## src/rtl/uart_apb_pkg.sv

```systemverilog
// Shared definitions for the UART APB sequencer: FSM state codes,
// UART register offsets and status bit positions.
package uart_apb_pkg;

   // FSM state codes; every state except GAP owns exactly one APB transfer
   typedef logic [2:0] state_t;
   localparam state_t ST_INIT_CTRL = 3'd0;
   localparam state_t ST_INIT_SCLR = 3'd1;
   localparam state_t ST_POLL      = 3'd2;
   localparam state_t ST_RX_RD     = 3'd3;
   localparam state_t ST_TX_WR     = 3'd4;
   localparam state_t ST_GAP       = 3'd5;

   // UART register byte offsets inside the register window
   localparam logic [31:0] OFF_DATA   = 32'h0000_0000;
   localparam logic [31:0] OFF_STATUS = 32'h0000_0004;
   localparam logic [31:0] OFF_CTRL   = 32'h0000_0008;
   localparam logic [31:0] OFF_SCALER = 32'h0000_000C;

   // Status register bit indices
   localparam int STAT_DR = 0;   // receive data ready
   localparam int STAT_TS = 1;   // transmitter shift register empty
   localparam int STAT_TE = 2;   // transmitter FIFO empty
   localparam int STAT_TF = 9;   // transmitter FIFO full
   localparam int STAT_RF = 10;  // receiver FIFO full

   // True for states that perform an APB transfer
   function automatic logic is_xfer_state(input state_t s);
      return (s != ST_GAP);
   endfunction

endpackage

```

## src/rtl/uart_apb_sequencer_if.sv

```systemverilog
// APB bus between the sequencer (master) and the UART wrapper (slave).
interface uart_apb_sequencer_if;
   logic        psel;
   logic        penable;
   logic [31:0] paddr;
   logic        pwrite;
   logic [31:0] pwdata;
   logic [31:0] prdata;
   logic        pready;
   logic        pslverr;

   modport master (
      output psel, penable, paddr, pwrite, pwdata,
      input  prdata, pready, pslverr
   );

   modport slave (
      input  psel, penable, paddr, pwrite, pwdata,
      output prdata, pready, pslverr
   );
endinterface

```

## src/rtl/apb_master_port.sv

```systemverilog
// Single-transfer APB engine. A start request is taken whenever the bus
// is idle or the current transfer is completing, so back-to-back
// transfers run with no idle cycle. done/rdata/slverr are valid in the
// last ACCESS cycle of a transfer.
module apb_master_port (
   input  logic        clk,
   input  logic        rstn,
   input  logic        start,
   input  logic [31:0] addr,
   input  logic        write,
   input  logic [31:0] wdata,
   output logic        done,
   output logic        busy,
   output logic [31:0] rdata,
   output logic        slverr,
   uart_apb_sequencer_if.master apb
);

   assign done   = apb.psel && apb.penable && apb.pready;
   assign busy   = apb.psel;
   assign rdata  = apb.prdata;
   assign slverr = apb.pslverr;

   // SETUP on a taken start, ACCESS afterwards, hold ACCESS until pready
   always_ff @(posedge clk or negedge rstn) begin
      if (!rstn) begin
         apb.psel    <= 1'b0;
         apb.penable <= 1'b0;
         apb.paddr   <= 32'h0;
         apb.pwrite  <= 1'b0;
         apb.pwdata  <= 32'h0;
      end else if (!apb.psel || done) begin
         if (start) begin
            apb.psel    <= 1'b1;
            apb.penable <= 1'b0;
            apb.paddr   <= addr;
            apb.pwrite  <= write;
            apb.pwdata  <= wdata;
         end else begin
            apb.psel    <= 1'b0;
            apb.penable <= 1'b0;
         end
      end else begin
         apb.penable <= 1'b1;
      end
   end

endmodule

```

## src/rtl/uart_apb_sequencer.sv

```systemverilog
// Hardware APB master for apbuart_wrapper: programs control and scaler
// once after reset, then polls status and moves bytes between two
// one-entry valid/ready registers and the UART data register.
module uart_apb_sequencer
   import uart_apb_pkg::*;
#(
   parameter logic [31:0] PADDR_BASE  = 32'h0,
   parameter logic [31:0] CTRL_INIT   = 32'h3,
   parameter logic [31:0] SCALER_INIT = 32'd650,
   parameter int          POLL_GAP    = 4
) (
   input  logic       clk,
   input  logic       rstn,
   input  logic [7:0] tx_data,
   input  logic       tx_valid,
   output logic       tx_ready,
   output logic [7:0] rx_data,
   output logic       rx_valid,
   input  logic       rx_ready,
   output logic       init_done,
   output logic       err,
   uart_apb_sequencer_if.master apb
);

   localparam int GAP_W = (POLL_GAP > 1) ? $clog2(POLL_GAP) : 1;
   localparam logic [GAP_W-1:0] GAP_LAST = GAP_W'((POLL_GAP > 0) ? POLL_GAP - 1 : 0);

   state_t            state_reg;
   state_t            state_next;
   logic [GAP_W-1:0]  gap_cnt_reg;
   logic              held_reg;
   logic [7:0]        tx_byte_reg;

   logic              start;
   logic [31:0]       xfer_addr;
   logic              xfer_write;
   logic [31:0]       xfer_wdata;
   logic              done;
   logic              busy;
   logic [31:0]       rdata;
   logic              slverr;

   // Only DR, TF and the data byte are consumed from read data
   logic              unused_rdata;
   assign unused_rdata = ^{rdata[31:10], rdata[8]};

   assign tx_ready = !held_reg && init_done;

   apb_master_port u_port (
      .clk    (clk),
      .rstn   (rstn),
      .start  (start),
      .addr   (xfer_addr),
      .write  (xfer_write),
      .wdata  (xfer_wdata),
      .done   (done),
      .busy   (busy),
      .rdata  (rdata),
      .slverr (slverr),
      .apb    (apb)
   );

   // Next state; RX has priority over TX after each status read
   always_comb begin
      state_next = state_reg;
      case (state_reg)
         ST_INIT_CTRL: if (done) state_next = ST_INIT_SCLR;
         ST_INIT_SCLR: if (done) state_next = ST_POLL;
         ST_POLL: begin
            if (done) begin
               if (rdata[STAT_DR] && !rx_valid)
                  state_next = ST_RX_RD;
               else if (held_reg && !rdata[STAT_TF])
                  state_next = ST_TX_WR;
               else if (POLL_GAP == 0)
                  state_next = ST_POLL;
               else
                  state_next = ST_GAP;
            end
         end
         ST_RX_RD:     if (done) state_next = ST_POLL;
         ST_TX_WR:     if (done) state_next = ST_POLL;
         ST_GAP:       if (gap_cnt_reg == GAP_LAST) state_next = ST_POLL;
         default:      state_next = ST_INIT_CTRL;
      endcase
   end

   // Launch the next state's transfer while the bus is free or finishing
   always_comb begin
      start      = is_xfer_state(state_next) && (done || !busy);
      xfer_addr  = PADDR_BASE + OFF_STATUS;
      xfer_write = 1'b0;
      xfer_wdata = 32'h0;
      case (state_next)
         ST_INIT_CTRL: begin
            xfer_addr  = PADDR_BASE + OFF_CTRL;
            xfer_write = 1'b1;
            xfer_wdata = CTRL_INIT;
         end
         ST_INIT_SCLR: begin
            xfer_addr  = PADDR_BASE + OFF_SCALER;
            xfer_write = 1'b1;
            xfer_wdata = SCALER_INIT;
         end
         ST_RX_RD: begin
            xfer_addr  = PADDR_BASE + OFF_DATA;
         end
         ST_TX_WR: begin
            xfer_addr  = PADDR_BASE + OFF_DATA;
            xfer_write = 1'b1;
            xfer_wdata = {24'h0, tx_byte_reg};
         end
         default: ;
      endcase
   end

   // FSM state register
   always_ff @(posedge clk or negedge rstn) begin
      if (!rstn) state_reg <= ST_INIT_CTRL;
      else       state_reg <= state_next;
   end

   // Idle-cycle counter, running only while in GAP
   always_ff @(posedge clk or negedge rstn) begin
      if (!rstn)                  gap_cnt_reg <= '0;
      else if (state_reg == ST_GAP) gap_cnt_reg <= gap_cnt_reg + 1'b1;
      else                        gap_cnt_reg <= '0;
   end

   // Init-complete flag and sticky slave-error flag
   always_ff @(posedge clk or negedge rstn) begin
      if (!rstn) begin
         init_done <= 1'b0;
         err       <= 1'b0;
      end else begin
         if (done && state_reg == ST_INIT_SCLR) init_done <= 1'b1;
         if (done && slverr)                    err       <= 1'b1;
      end
   end

   // TX holding register; a finished (or errored) write always empties it
   always_ff @(posedge clk or negedge rstn) begin
      if (!rstn) begin
         held_reg    <= 1'b0;
         tx_byte_reg <= 8'h0;
      end else if (done && state_reg == ST_TX_WR) begin
         held_reg    <= 1'b0;
      end else if (tx_valid && tx_ready) begin
         held_reg    <= 1'b1;
         tx_byte_reg <= tx_data;
      end
   end

   // RX output register; a completing data read wins over a consumer clear
   always_ff @(posedge clk or negedge rstn) begin
      if (!rstn) begin
         rx_valid <= 1'b0;
         rx_data  <= 8'h0;
      end else if (done && state_reg == ST_RX_RD) begin
         rx_valid <= 1'b1;
         rx_data  <= rdata[7:0];
      end else if (rx_valid && rx_ready) begin
         rx_valid <= 1'b0;
      end
   end

endmodule

```

## src/flat_wrapper.sv

```systemverilog
// flat-port wrapper written by rule: the top's interface ports become plain ports
module uart_apb_sequencer_flat import uart_apb_pkg::*;
#(
   parameter logic [31:0] PADDR_BASE  = 32'h0,
   parameter logic [31:0] CTRL_INIT   = 32'h3,
   parameter logic [31:0] SCALER_INIT = 32'd650,
   parameter int          POLL_GAP    = 4
)
  (clk, rstn, tx_data, tx_valid, tx_ready, rx_data, rx_valid, rx_ready, init_done, err, apb_psel, apb_penable, apb_paddr, apb_pwrite, apb_pwdata, apb_prdata, apb_pready, apb_pslverr);
  uart_apb_sequencer_if apb_i ();
  input  logic clk;
  input  logic rstn;
  input  logic [7:0] tx_data;
  input  logic tx_valid;
  output logic tx_ready;
  output logic [7:0] rx_data;
  output logic rx_valid;
  input  logic rx_ready;
  output logic init_done;
  output logic err;
  output wire logic [$bits(apb_i.psel)-1:0] apb_psel;
  output wire logic [$bits(apb_i.penable)-1:0] apb_penable;
  output wire logic [$bits(apb_i.paddr)-1:0] apb_paddr;
  output wire logic [$bits(apb_i.pwrite)-1:0] apb_pwrite;
  output wire logic [$bits(apb_i.pwdata)-1:0] apb_pwdata;
  input wire logic [$bits(apb_i.prdata)-1:0] apb_prdata;
  input wire logic [$bits(apb_i.pready)-1:0] apb_pready;
  input wire logic [$bits(apb_i.pslverr)-1:0] apb_pslverr;
  assign apb_psel = apb_i.psel;
  assign apb_penable = apb_i.penable;
  assign apb_paddr = apb_i.paddr;
  assign apb_pwrite = apb_i.pwrite;
  assign apb_pwdata = apb_i.pwdata;
  assign apb_i.prdata = apb_prdata;
  assign apb_i.pready = apb_pready;
  assign apb_i.pslverr = apb_pslverr;
  uart_apb_sequencer #(.PADDR_BASE(PADDR_BASE), .CTRL_INIT(CTRL_INIT), .SCALER_INIT(SCALER_INIT), .POLL_GAP(POLL_GAP)) u_core (.clk(clk), .rstn(rstn), .tx_data(tx_data), .tx_valid(tx_valid), .tx_ready(tx_ready), .rx_data(rx_data), .rx_valid(rx_valid), .rx_ready(rx_ready), .init_done(init_done), .err(err), .apb(apb_i));
endmodule
```

## config.mk

```make
export PLATFORM = sky130hd
export DESIGN_NAME = uart_apb_sequencer_flat
export DESIGN_NICKNAME = d
export VERILOG_FILES = /design/src/rtl/uart_apb_pkg.sv /design/src/rtl/uart_apb_sequencer_if.sv /design/src/rtl/apb_master_port.sv /design/src/rtl/uart_apb_sequencer.sv /design/src/flat_wrapper.sv
export SDC_FILE = /design/constraint.sdc
export NUM_CORES = 1
export LEC_CHECK = 0
export BUFFER_PORTS_ARGS = -buffer_cell sky130_fd_sc_hd__buf_2
export CAP_MARGIN = 10
export CORE_UTILIZATION = 48
export CTS_BUF_LIST = sky130_fd_sc_hd__clkbuf_4
export DETAILED_ROUTE_END_ITERATION = 10
export PLACE_DENSITY_LB_ADDON = 0.25
export SLEW_MARGIN = 25
export SYNTH_ARGS = -nofsm -noshare
export SYNTH_HDL_FRONTEND = slang
export SYNTH_SLANG_ARGS = --single-unit
export TNS_END_PERCENT = 1
```

## constraint.sdc

```tcl
create_clock -name clk -period 3.6 [get_ports clk]
set_clock_uncertainty 0.1 [all_clocks]
set_input_delay 0.72 -clock clk [delete_from_list [all_inputs] [get_ports clk]]
set_output_delay 0.72 -clock clk [all_outputs]
set_load 0.005 [all_outputs]
```

## Word level (Yosys, flattened, before mapping)

Index checks and enable logic that the tools add are counted.

- Input port bits: 46
- Word-level logic and storage cells: 68
- Memories kept: 0
- Latch bits: 0
- ROM bits: 0
- Register bits: 92
- RAM bits: 0

- Add/subtract/negate cells: 1
- Bitwise gates (word level): 1
- Muxes and demuxes: 17
- Divide/modulo/power cells: 0
- Shift operators: 0
- Eq/ne operators: 10
- Reduce and logical (&&, ||, !) cells: 26
- Multiply operators: 0
- Order comparisons: 0

Operator list:

| kind | count |
|---|---|
| 10-bit case mux with 3 select lines | 1 |
| 3-bit two-way mux | 5 |
| 1-bit logical AND | 12 |
| 3-bit case mux with 4 select lines | 1 |
| 4-bit case mux with 3 select lines | 1 |
| 3-bit by 2-bit equality test with 1-bit output, second input constant | 3 |
| 3-bit equality test, second input constant | 3 |
| 1-bit two-way mux | 8 |
| 3-bit by 1-bit equality test with 1-bit output, second input constant | 2 |
| 3-bit logical NOT | 2 |
| 3-bit OR reduction | 2 |
| 1-bit logical NOT | 4 |
| 2-bit AND reduction | 2 |
| 2-bit nonzero test | 2 |
| 3-bit != test, second input constant | 1 |
| 2-bit by 1-bit adder with 2-bit output, second input constant | 1 |
| 2-bit equality test, second input constant | 1 |
| 2-bit two-way mux | 1 |
| 2-bit OR reduction | 1 |
| 1-bit logical OR | 1 |
| 1-bit inverter | 1 |

## Logic depth before layout (Yosys ltp)

Gate-level depths: netlist of run 1.

- Depth in word-level cells: 9
- Depth in mapped cells: 7

## Cells and area by module

From an unflattened synthesis of run 1, not the netlist that was laid out.

- Cells, all modules: 277
- Area total of the unflattened synthesis: 4212.8 sq um

By module, submodules not included:

| module | instances | area each (sq um) | cells each | seq. area each (sq um) |
|---|---|---|---|---|
| apb_master_port | 1 | 3024.2 | 178 | 1676.6 |
| uart_apb_sequencer | 1 | 1188.6 | 99 | 625.6 |

## Least setup slack after synthesis of run 1

Ideal clock, no wire load.

- Kind: in2reg
- Start: in apb_pready
- End: reg u_core.u_port.apb.pwdata[2]
- Stages on the path: 7
- Slack: 1.506 ns
- Required time: 3.379 ns
- Setup time: 0.121 ns
- Arrival: 1.873 ns
- Cell sequence: and4b_1 -> clkbuf_1 -> a2bb2oi_1 -> o32a_2 -> inv_1 -> nor3_2 -> a22o_1

- Longest elaborated chain between the ends: 6
- Elaborated cells between the ends (all ways): 13

RTL lines:

| element | line | RTL |
|---|---|---|
| start: declaration | flat_wrapper.sv:27 | `input wire logic [$bits(apb_i.pready)-1:0] apb_pready;` |
| 1-bit logical AND (*) | apb_master_port.sv:19 | `assign done = apb.psel && apb.penable && apb.pready;` |
| 3-bit two-way mux (on tied branches) | n/a |  |
| 3-bit case mux with 4 select lines (*) | uart_apb_sequencer.sv:66 | `case (state_reg)` |
| via u_core.state_next[0] | uart_apb_sequencer.sv:29 | `state_t state_next;` |
| 3-bit != test | uart_apb_pkg.sv:29 | `return (s != ST_GAP);` |
| 1-bit logical AND | uart_apb_sequencer.sv:90 | `start = is_xfer_state(state_next) && (done \|\| !busy);` |
| 2-bit AND reduction (no source line) | n/a |  |
| end signal: assignment | apb_master_port.sv:38 | `apb.pwdata <= wdata;` |
| end: declaration | uart_apb_sequencer_if.sv:13 | `output psel, penable, paddr, pwrite, pwdata,` |

Mark *: on every way through the listed nets, which the timed path passes. The rest lies on a longest branch.
A chain may end at the register's enable or synchronous reset.

## Worst setup path after layout of run 1

- Start: reg u_core.state_reg[0]
- End: reg u_core.tx_byte_reg[4]

- Longest elaborated chain between the ends: 4

RTL lines:

| element | line | RTL |
|---|---|---|
| start: declaration | uart_apb_sequencer.sv:28 | `state_t state_reg;` |
| start signal: assignment | uart_apb_sequencer.sv:120 | `else state_reg <= state_next;` |
| 3-bit equality test | uart_apb_sequencer.sv:146 | `end else if (done && state_reg == ST_TX_WR) begin` |
| 1-bit logical AND | uart_apb_sequencer.sv:146 |  |
| 1-bit inverter (no source line) | n/a |  |
| 2-bit AND reduction (no source line) | n/a |  |
| end signal: assignment | uart_apb_sequencer.sv:150 | `tx_byte_reg <= tx_data;` |
| end: declaration | uart_apb_sequencer.sv:32 | `logic [7:0] tx_byte_reg;` |

Every way passes these cells.

==> metrics.txt, run 1 <==
Post-Route WL=approximately 3300 um; Buffers on Ports=48; vias per inst=4.57; max cap viols=0; GR Util All Layers=0.157; Gate power share=0.341; number of H-tree levels=2; asr flop ratio synth=1.00; post-DR wirelength/cell=11.6 um; # hold bufs at CTS=0; max-slew violation total from the final report=0; post-CTS sizing=0; Clock power frac=0.192; YS warnings=0; largest family of logic cells by synthesized area=buffers and inverters; net switching power=roughly 500 uW; RSZ-0062 raised after global routing=false; layout cells sized above 1=0.346; Synth Area in Compound Gates=0.123; worst path bufs/invs=0; Fillers=372; status=finished clean; register area share after synthesis=0.476; Hold Violations, Final=0; Mapped Cells=179; Die W=67.4 um; first drt pass iteration count=4; final setup fails=0; Cell Area, Synth=approximately 0.002 mm2; 1st-iter DRT viols=56; clk slew on worst S/H paths=about 0.12 ns; Worst Path Max Fanout=10; # Post-CTS Setup Buffers=0; CP Data Required Time=3.75 ns; Synth Area in Adders=0.00610; nets@finish=277; post-synthesis simple-gate area fraction=0.0824; Pwr per Cell Area=678 mW/mm2; Fmax achieved=about 480 MHz; global-route wire length before repair=5120 um; flops & latches, synth=39; Crit-path slowest cell=a211oi_2; cts bufs inserted=5; commonest non-fill, non-tap cell in the layout=conb_1; GRT overflow=0; Hold Crit Class=flip-flop to flip-flop; CP Cell Sequence=and4b_2 -> a211oi_2 -> mux2_2; die height=a little under 70 um; commonest non-fill, non-tap cells in the layout=53 x conb_1, 48 x buf_2, 39 x dfrtp_1, 16 x mux2_2, 10 x nand2_1; CTS sink cnt=39; CP top delay family=compound AO/OA/AOI/OAI gates; pre-CTS setup slack=1.11 ns; switching share of power=0.337; total vias in the final route=1,284; pin count of the biggest net entering global routing=40; minimum clock period=2.10 ns; Synth cell types=between 40 and 50; core area=0.00406 mm2; setup TNS=0 ns; syn_area_per_cell=11.5 um2; WP data arrival=2.25 ns; clock buffer depth=2; Ant. Diodes=0; initial antenna violation count=0; max reg flops=9; flop-to-flop setup slack=1.50 ns; GPL Wtd Cong=0.779; worst setup margin=1.50 ns; Hold WS=0.338 ns; Skew-Pair Late Insertion Delay=0.35 ns; Antenna Violating Nets Remaining=0; Initial Utilization=0.505; prevailing post-synth register cell=dfrtp_1; max incr delay on CP=0.67 ns; Setup Crit Path Kind=flip-flop to flip-flop; Syn-to-layout area delta=7.69%; slew margin rel.=0.427; Seq pwr share=0.467; internal power=992 uW; DP Wirelength=2360 um; die area=about 0.0045 mm2; final routed DRC violation total=0; Worst setup SP type=flip-flop; site row count=23; Crit. End Element=flip-flop; EDFF count, synth=0; mux contribution to synthesized area=0.0879; Clk Tree Root Cell=clkbuf_4; I/O pins=125; leak pwr=0.00115 uW; Peak VDD IR=roughly 0.44 mV; vias in the first global route=1,062; crit share post-route=0.584; Worst Tran Pin Value=between 0.8 and 0.9 ns; post-synthesis xor/xnor area fraction=0.00427; CTS tree=done
==> cell usage after synthesis (all sizes together) (2+ instances only) <==
library cell | instances | area, um2
buf | 54 | 409
nor2b | 3 | 18.8
o31ai | 2 | 15.0
nor2 | 3 | 13.8
a21oi | 3 | 15.0
clkbuf | 2 | 7.51
a2bb2oi | 2 | 17.5
a22o | 4 | 35.0
nand3 | 3 | 15.0
o21ai | 5 | 28.8
inv | 8 | 32.5
a211o | 2 | 17.5
mux2 | 16 | 180
and4b | 2 | 21.3
nor3 | 3 | 20.0
nand2 | 10 | 37.5
dfrtp | 39 | 976
==> area by class of cell <==
type,count,area [um2],area share
sequential,39,976,0.442
clock buffer,5,37.5,0.0170
clock inverter,3,38.8,0.0176
multi-input combinational,128,821,0.372
tap,50,62.6,0.0283
inverter,8,32.5,0.0147
timing repair buffer,48,240,0.109
==> routing by layer <==
layer | vias up | GRT usage | share of wire
li1 | 616 | - | -
met1 | 601 | 0.219 | 0.45
met2 | 61 | 0.218 | 0.45
met3 | 6 | 0.0608 | 0.081
met4 | 0 | 0.0638 | 0.016
met5 | - | 0 | 0
==> power groups by stage <==
stage	clock network [uW]	registers, uW	logic, uW
after global placement	0	704	509
after global routing	311	721	580
after floorplan	0	694	398
after detailed placement	0	708	516
final	287	699	511
after CTS	298	700	517
==> cell families (layout without fill, tap and decap cells) <==
logic type / Yosys count / after routing
buffers and inverters: 64 / 64
DFF: 39 / 39
AOI/OAI and AO/OA: 29 / 29
and+or+nand+nor: 28 / 28
muxes: 16 / 16
adders and majority gates: 1 / 1
other: 1 / 53
xor gates and xnor gates: 1 / 1
==> final timing paths <==
check	endpoint	startpoint	cells after the start
min reg2reg	u_core.gap_cnt_reg[0]$_DFF_PN0_	u_core.gap_cnt_reg[0]$_DFF_PN0_	1
min	u_core.gap_cnt_reg[0]$_DFF_PN0_	u_core.gap_cnt_reg[0]$_DFF_PN0_	1
max	u_core.tx_byte_reg[4]$_DFFE_PN0P_	u_core.state_reg[0]$_DFF_PN0_	3
max reg2reg	u_core.tx_byte_reg[4]$_DFFE_PN0P_	u_core.state_reg[0]$_DFF_PN0_	3
min in group asynchronous	u_core.tx_byte_reg[4]$_DFFE_PN0P_	rstn	1
max in group asynchronous	u_core.gap_cnt_reg[1]$_DFF_PN0_	rstn	1
==> stage by stage <==
step | instance area (um2) | util | std cells | total power (uW)
finish | 2210 | 0.544 | 281 | 1500
floorplan | 2250 | - | 231 | 1090
global route | 2210 | 0.544 | 281 | 1610
CTS | 2210 | 0.544 | 281 | 1520
global placement | 2130 | 0.525 | 273 | 1210
detailed placement | 2130 | 0.525 | 273 | 1220
Power figures use the tool's default switching activity.
==> run 2: changes to the inputs <==
ABC_AREA = 1   (was default)
CORE_UTILIZATION = 41   (was 48)
clock period = 1.85 ns   (was 3.6 ns; I/O delays follow)
==> run 2 against run 1 <==
  * First-iteration DRC count fell by 39%
  * Critical path type unchanged
  * Maximum frequency rose by 26%
  * Flip-flop and latch count did not move
  * Non-clock buffer count rose by 8
  * Area after synthesis rose by 3.4%
  * Design area rose by 7.2%
  * Global-route usage fell by 1.2 points
  * Wire length rose by 5.7%
==> metrics.txt, run 2 <==
status=finished clean; CTS sink cnt=39; # Post-CTS Setup Buffers=0; FF-to-FF path depth=10; Synth top area share=0.460; leak pwr=around 0.0013 uW; most instantiated cells after synthesis=53 x buf_4, 39 x dfrtp_1, 36 x nand2_1; core area=a little under 0.005 mm2; EDFF count, synth=0; asr flop ratio synth=1.00; minimum clock period=1.67 ns; r2r startpoint=u_core.gap_cnt_reg[0]$_DFF_PN0_; GRT met2 Usage=0.231; Buffers on Ports=48; final setup fails=0; Hold Crit Class=primary input to flip-flop; CP Data Required Time=2.00 ns; crit share post-route=0.900; pin count of the biggest net entering global routing=20; max cap viols=0; Worst setup SP type=flip-flop; total vias in the final route=1,475; Synth cell types=25; cts bufs inserted=5; Hold Path Stages=2; Skew-Pair Late Insertion Delay=0.35 ns; max reg flops=9; internal power=about 2100 uW; commonest non-fill, non-tap cell in the layout=conb_1; Pwr per Cell Area=1420 mW/mm2; switching share of power=0.378; r2r endpoint=u_core.u_port.apb.pwdata[1]$_DFFE_PN0P_; clock buffer depth=2; Clock power frac=0.166; global routing's busiest layer=met2; flop-to-flop setup slack=about 0.18 ns; most numerous cell in the Yosys netlist=buf_4; GPL Wtd Cong=0.785; die height=73.9 um; post-DR wirelength/cell=10.1 um; register area share after synthesis=0.460; largest area contributor in the netlist=dfrtp_1; layout cells sized above 1=0.330; commonest non-fill, non-tap cells in the layout=53 x conb_1, 48 x buf_2, 39 x dfrtp_1, 36 x nand2_1, 16 x mux2_2; Fillers=451; initial antenna violation count=0; Worst Path Max Fanout=19; Hold Startpoint=rx_ready; Ant. Diodes=0; 1st-iter DRT viols=34; Crit. End Element=flip-flop; Final Power=between 3000 and 4000 uW; GR Layer Usage met1=0.182; DP Wirelength=approximately 2700 um; Hold Path End=u_core.rx_valid$_DFFE_PN0P_; site row count=25; final core utilization=0.488; Die W=73.9 um; RSZ-0062 raised after global routing=false; WP data arrival=1.82 ns; vias per inst=4.30; top post-synthesis cells by area=dfrtp_1 46%, buf_4 19%, mux2_2 8.5%, nand2_1 6.4%, nand3_1 3.3%; YS warnings=0; Hold Violations, Final=0; GRT overflow=0; Syn-to-layout area delta=11.6%; Seq pwr share=0.410; Setup Crit Path Kind=flip-flop to flip-flop; max-slew violation total from the final report=0; dpl cell area=0.00227 mm2; net switching power=1270 uW; Mapped Cells=215; Clk Tree Root Cell=clkbuf_4; Post-Route WL=3460 um; Antenna Violating Nets Remaining=0; die area=~0.0055 mm2; I/O pins=125; setup TNS=0 ns; final routed DRC violation total=0; Peak VDD IR=0.613 mV; CTS tree=done; Initial Utilization=0.437; GR Util All Layers=0.146; vias in the first global route=approximately 1,300; number of H-tree levels=2; post-route cell area=between 0.002 and 0.0025 mm2; first drt pass iteration count=5; nets@finish=322; syn_area_per_cell=9.86 um2; met3 Use GR=0.0549; clk slew on worst S/H paths=roughly 0.11 ns; global-route wire length before repair=5940 um; Fmax achieved=600 MHz; prevailing post-synth register cell=dfrtp_1; flops & latches, synth=39; Gate power share=0.424; Cell Area, Synth=0.00212 mm2
==> run 2: kinds of logic after synthesis <==
kind of cell,after synthesis,share of synthesized area
flip-flops,39,0.460
adder cells (fa/ha/maj),1,0.00590
buffers and inverters,69,0.223
other,1,0.00177
AO/OA/AOI/OAI,13,0.0419
AND/OR/NAND/NOR,76,0.182
multiplexers,16,0.0850
==> run 2: power by group through the flow <==
stage                     logic, uW  clock network [uW]  registers, uW
after floorplan                1040                   0           1390
after global placement         1400                   0           1390
after detailed placement       1420                   0           1400
after CTS                      1430                 582           1380
after global routing           1640                 616           1430
final                          1420                 557           1370
==> run 2: worst max-delay path by stage <==
stage,startpoint,end,slack [ns],depth (start not counted)
2_1_floorplan,u_core.state_reg[0]$_DFF_PN0_,u_core.tx_byte_reg[0]$_DFFE_PN0P_,0.28,4
3_3_place_gp,apb_pready,u_core.u_port.apb.pwdata[1]$_DFFE_PN0P_,0.12,10
3_5_place_dp,apb_pready,u_core.u_port.apb.pwrite$_DFFE_PN0P_,0.11,10
4_1_cts,u_core.gap_cnt_reg[0]$_DFF_PN0_,u_core.u_port.apb.pwrite$_DFFE_PN0P_,0.10,10
5_1_grt,u_core.state_reg[2]$_DFF_PN0_,u_core.u_port.apb.pwdata[7]$_DFFE_PN0P_,0.02,8
6_report,u_core.gap_cnt_reg[0]$_DFF_PN0_,u_core.u_port.apb.pwdata[1]$_DFFE_PN0P_,0.18,10
==> run 2: per-layer routing <==
layer / vias up / wire [um]
li1: 721 / -
met3: 5 / 258
met2: 69 / 1620
met1: 680 / 1540
met4: 0 / 40
met5: - / 0
==> run 2: area by class of cell <==
cell class              count  area (um2)  area share
inverters                  14        52.6      0.0222
well taps                  67        83.8      0.0354
repair buffers             56         303       0.128
clock inverters             3        38.8      0.0164
clock buffers               5        37.5      0.0159
flip-flops and latches     39         976       0.412
multi-input cells         159         876       0.370
==> run 2: repair_timing <==
item / CTS / global route
setup endpoints to repair: 0 / 3
hold endpoints to repair: 17 / 0
gates resized for setup: 0 / 1
hold buffers: 1 / 0
==> run 2: through the flow <==
stage | hold WS, ns | setup slack (ns) | instances
after global routing | 0.0879 | 0.0208 | 343
after floorplan | -0.0256 | 0.277 | 267
after detailed placement | 0.234 | 0.110 | 334
after CTS | 0.0842 | 0.104 | 343
final | 0.106 | 0.184 | 343
after global placement | 0.237 | 0.123 | 334
==> run 2: critical path, cell delays in order, from the launching register on <==
cell and delay (ns):
dfrtp_1 0.40, ha_1 0.22, inv_1 0.06, nand4_1 0.13
nand2_1 0.14, nand3b_4 0.15, nand2_4 0.07, nand2_8 0.12
inv_1 0.08, nand2_1 0.07, nand2_1 0.04
==> run 3: changes to the inputs <==
ABC_AREA = default   (was 1)
CORE_UTILIZATION = 40   (was 41)
==> run 3 against run 2 <==
  * Sequential power is 4% lower
  * Critical endpoint is now u_core.u_port.apb.paddr[2]$_DFFE_PN0P_
  * The run now ends with negative setup slack left
  * Flip-flop and latch count did not move
  * Wire length grew 4.9%
  * Sequential share of layout area is 2.3 points lower
  * Die area is 0.86% lower
  * Critical path depth fell by 3
  * First-iteration DRC count is 41% lower
  * Core utilization up 3.2 points
  * Via count fell by 3.0%
  * Non-clock buffer count grew 22
  * Clock power up 3%
  * Global-route usage rose by 0.58 points
==> metrics.txt, run 3 (synthesized netlist as in run 1, its figures left out) <==
Worst Path Max Fanout=5; cts bufs inserted=5; Fmax achieved=around 530 MHz; number of H-tree levels=2; GRT overflow=0; final routed DRC violation total=0; first drt pass iteration count=4; DP Wirelength=2840 um; vias in the first global route=1,397; Pwr per Cell Area=1310 mW/mm2; global-route wire length before repair=6180 um; Hold Crit Class=primary input to flip-flop; FF-to-FF path depth=7; Skew-Pair Late Insertion Delay=around 0.35 ns; commonest non-fill, non-tap cell in the layout=conb_1; # placed instances=between 300 and 400; commonest non-fill, non-tap cells in the layout=53 x conb_1, 48 x buf_2, 39 x dfrtp_1, 26 x buf_4, 16 x mux2_2; crit path launch=u_core.state_reg[0]$_DFF_PN0_; crit share post-route=1.02; Initial Utilization=0.426; CP Data Required Time=2.00 ns; clock buffer depth=2; CTS tree=done; max incr delay on CP=0.44 ns; GRT met2 Usage=0.253; vias per inst=~4.4; Setup Crit Path Kind=flip-flop to flip-flop; layout cells sized above 1=0.433; Buffers on Ports=48; total vias in the final route=approximately 1,400; Layout Cells excl Fill=roughly 330; r2r endpoint=u_core.u_port.apb.paddr[2]$_DFFE_PN0P_; final setup fails=2; critical path's most frequent cell=buf_4; GPL Wtd Cong=0.785; Peak VDD IR=0.781 mV; Fillers=467; CP Cell Sequence=buf_4 -> nor4b_4 -> o32a_2 -> buf_4 -> buf_4 -> o31ai_1 -> a311o_1; met3 Use GR=0.0439; global routing's busiest layer=met2; Hold Path End=u_core.rx_valid$_DFFE_PN0P_; site row count=25; clk slew on worst S/H paths=0.12 ns; CTS sink cnt=39; die height=73.6 um; r2r startpoint=u_core.state_reg[0]$_DFF_PN0_; max cap viols=0; I/O pins=125; worst setup margin=-0.0307 ns; 1st-iter DRT viols=20; post-DR wirelength/cell=11.1 um; Worst setup SP type=flip-flop; core area=0.00482 mm2; Ant. Diodes=0; RSZ-0062 raised after global routing=true; nets@finish=307; Die W=73.6 um; GR Util All Layers=0.152; status=complete, but fails checks; Hold Violations, Final=0; flop-to-flop setup slack=-0.03 ns; Hold Path Stages=2; Clk Tree Root Cell=clkbuf_4; initial antenna violation count=0; minimum clock period=1.88 ns; Post-Route WL=3630 um; die area=0.00542 mm2; WP data arrival=2.03 ns; Antenna Violating Nets Remaining=0; pin count of the biggest net entering global routing=23; Hold WS=0.0903 ns; failing checks=negative setup slack; max-slew violation total from the final report=0; Crit-path slowest cell=dfrtp_1; Final Power=3290 uW; Hold Startpoint=rx_ready; pre-CTS setup slack=-0.129 ns; max reg flops=9; Crit. End Element=flip-flop; GR Layer Usage met1=0.183; leak pwr=0.00132 uW; Syn-to-layout area delta=22.1%
==> run 3: changes by cell type in the layout (fill, tap and decap cells not counted), moves of 3 or more <==
cell and change:
nand2_1 -26, buf_4 +19, nand3_1 -12, nand4_1 -7
nor2_1 -7, inv_1 -5, a22o_1 +4, o21ai_0 -4
a21oi_1 +3
==> run 3: cell type report <==
type	instances	area, um2	share of cell area
clock inverters	3	42.5	0.0170
repair buffers	78	488	0.195
multi-input cells	128	845	0.337
flip-flops and latches	39	976	0.390
inverters	8	32.5	0.0130
clock buffers	5	37.5	0.0150
well taps	67	83.8	0.0335
==> run 3: repair_timing <==
item,CTS,global route
pin swaps,4,2
endpoints found under the setup margin,20,20
hold buffers,1,0
endpoints found under the hold margin,17,0
gates resized for setup,5,3
buffers inserted,1,0
==> run 3: where the power goes <==
group,internal (uW),switching [uW],total [uW]
Sequential,1160,161,1320
Clock,285,291,576
Combinational,782,616,1400
Total,2230,1070,3290
==> run 3: per-stage QoR <==
step,utilization,TNS (ns),instance area (um2)
global route,0.520,-1.44,2500
global placement,0.495,-1.13,2380
finish,0.520,-0.0441,2500
floorplan,-,0,2250
detailed placement,0.495,-1.13,2380
CTS,0.517,-0.373,2490
==> run 3: how the worst max path moves through the flow <==
stage | end | slack (ns) | cells after the start
6_report | u_core.u_port.apb.paddr[2]$_DFFE_PN0P_ | -0.03 | 7
5_1_grt | u_core.u_port.apb.paddr[2]$_DFFE_PN0P_ | -0.16 | 7
4_1_cts | u_core.u_port.apb.paddr[2]$_DFFE_PN0P_ | -0.06 | 6
3_5_place_dp | u_core.u_port.apb.pwdata[5]$_DFFE_PN0P_ | -0.13 | 7
3_3_place_gp | u_core.u_port.apb.pwdata[3]$_DFFE_PN0P_ | -0.09 | 7
2_1_floorplan | u_core.u_port.apb.paddr[2]$_DFFE_PN0P_ | 0.002 | 7
==> run 3: critical path, delay by kind of cell, from the launching register on <==
kind	cells	cell delay, ns
AND/OR/NAND/NOR	1	0.27
AO/OA/AOI/OAI	3	0.56
buffers and inverters	3	0.42
flip-flops	1	0.44
==> run 3: metal layers <==
| metal | up-vias | share of wire |
|---|---|---|
| met5 | - | 0 |
| met4 | 0 | 0.010 |
| met3 | 5 | 0.072 |
| met2 | 64 | 0.49 |
| met1 | 688 | 0.42 |
| li1 | 674 | - |
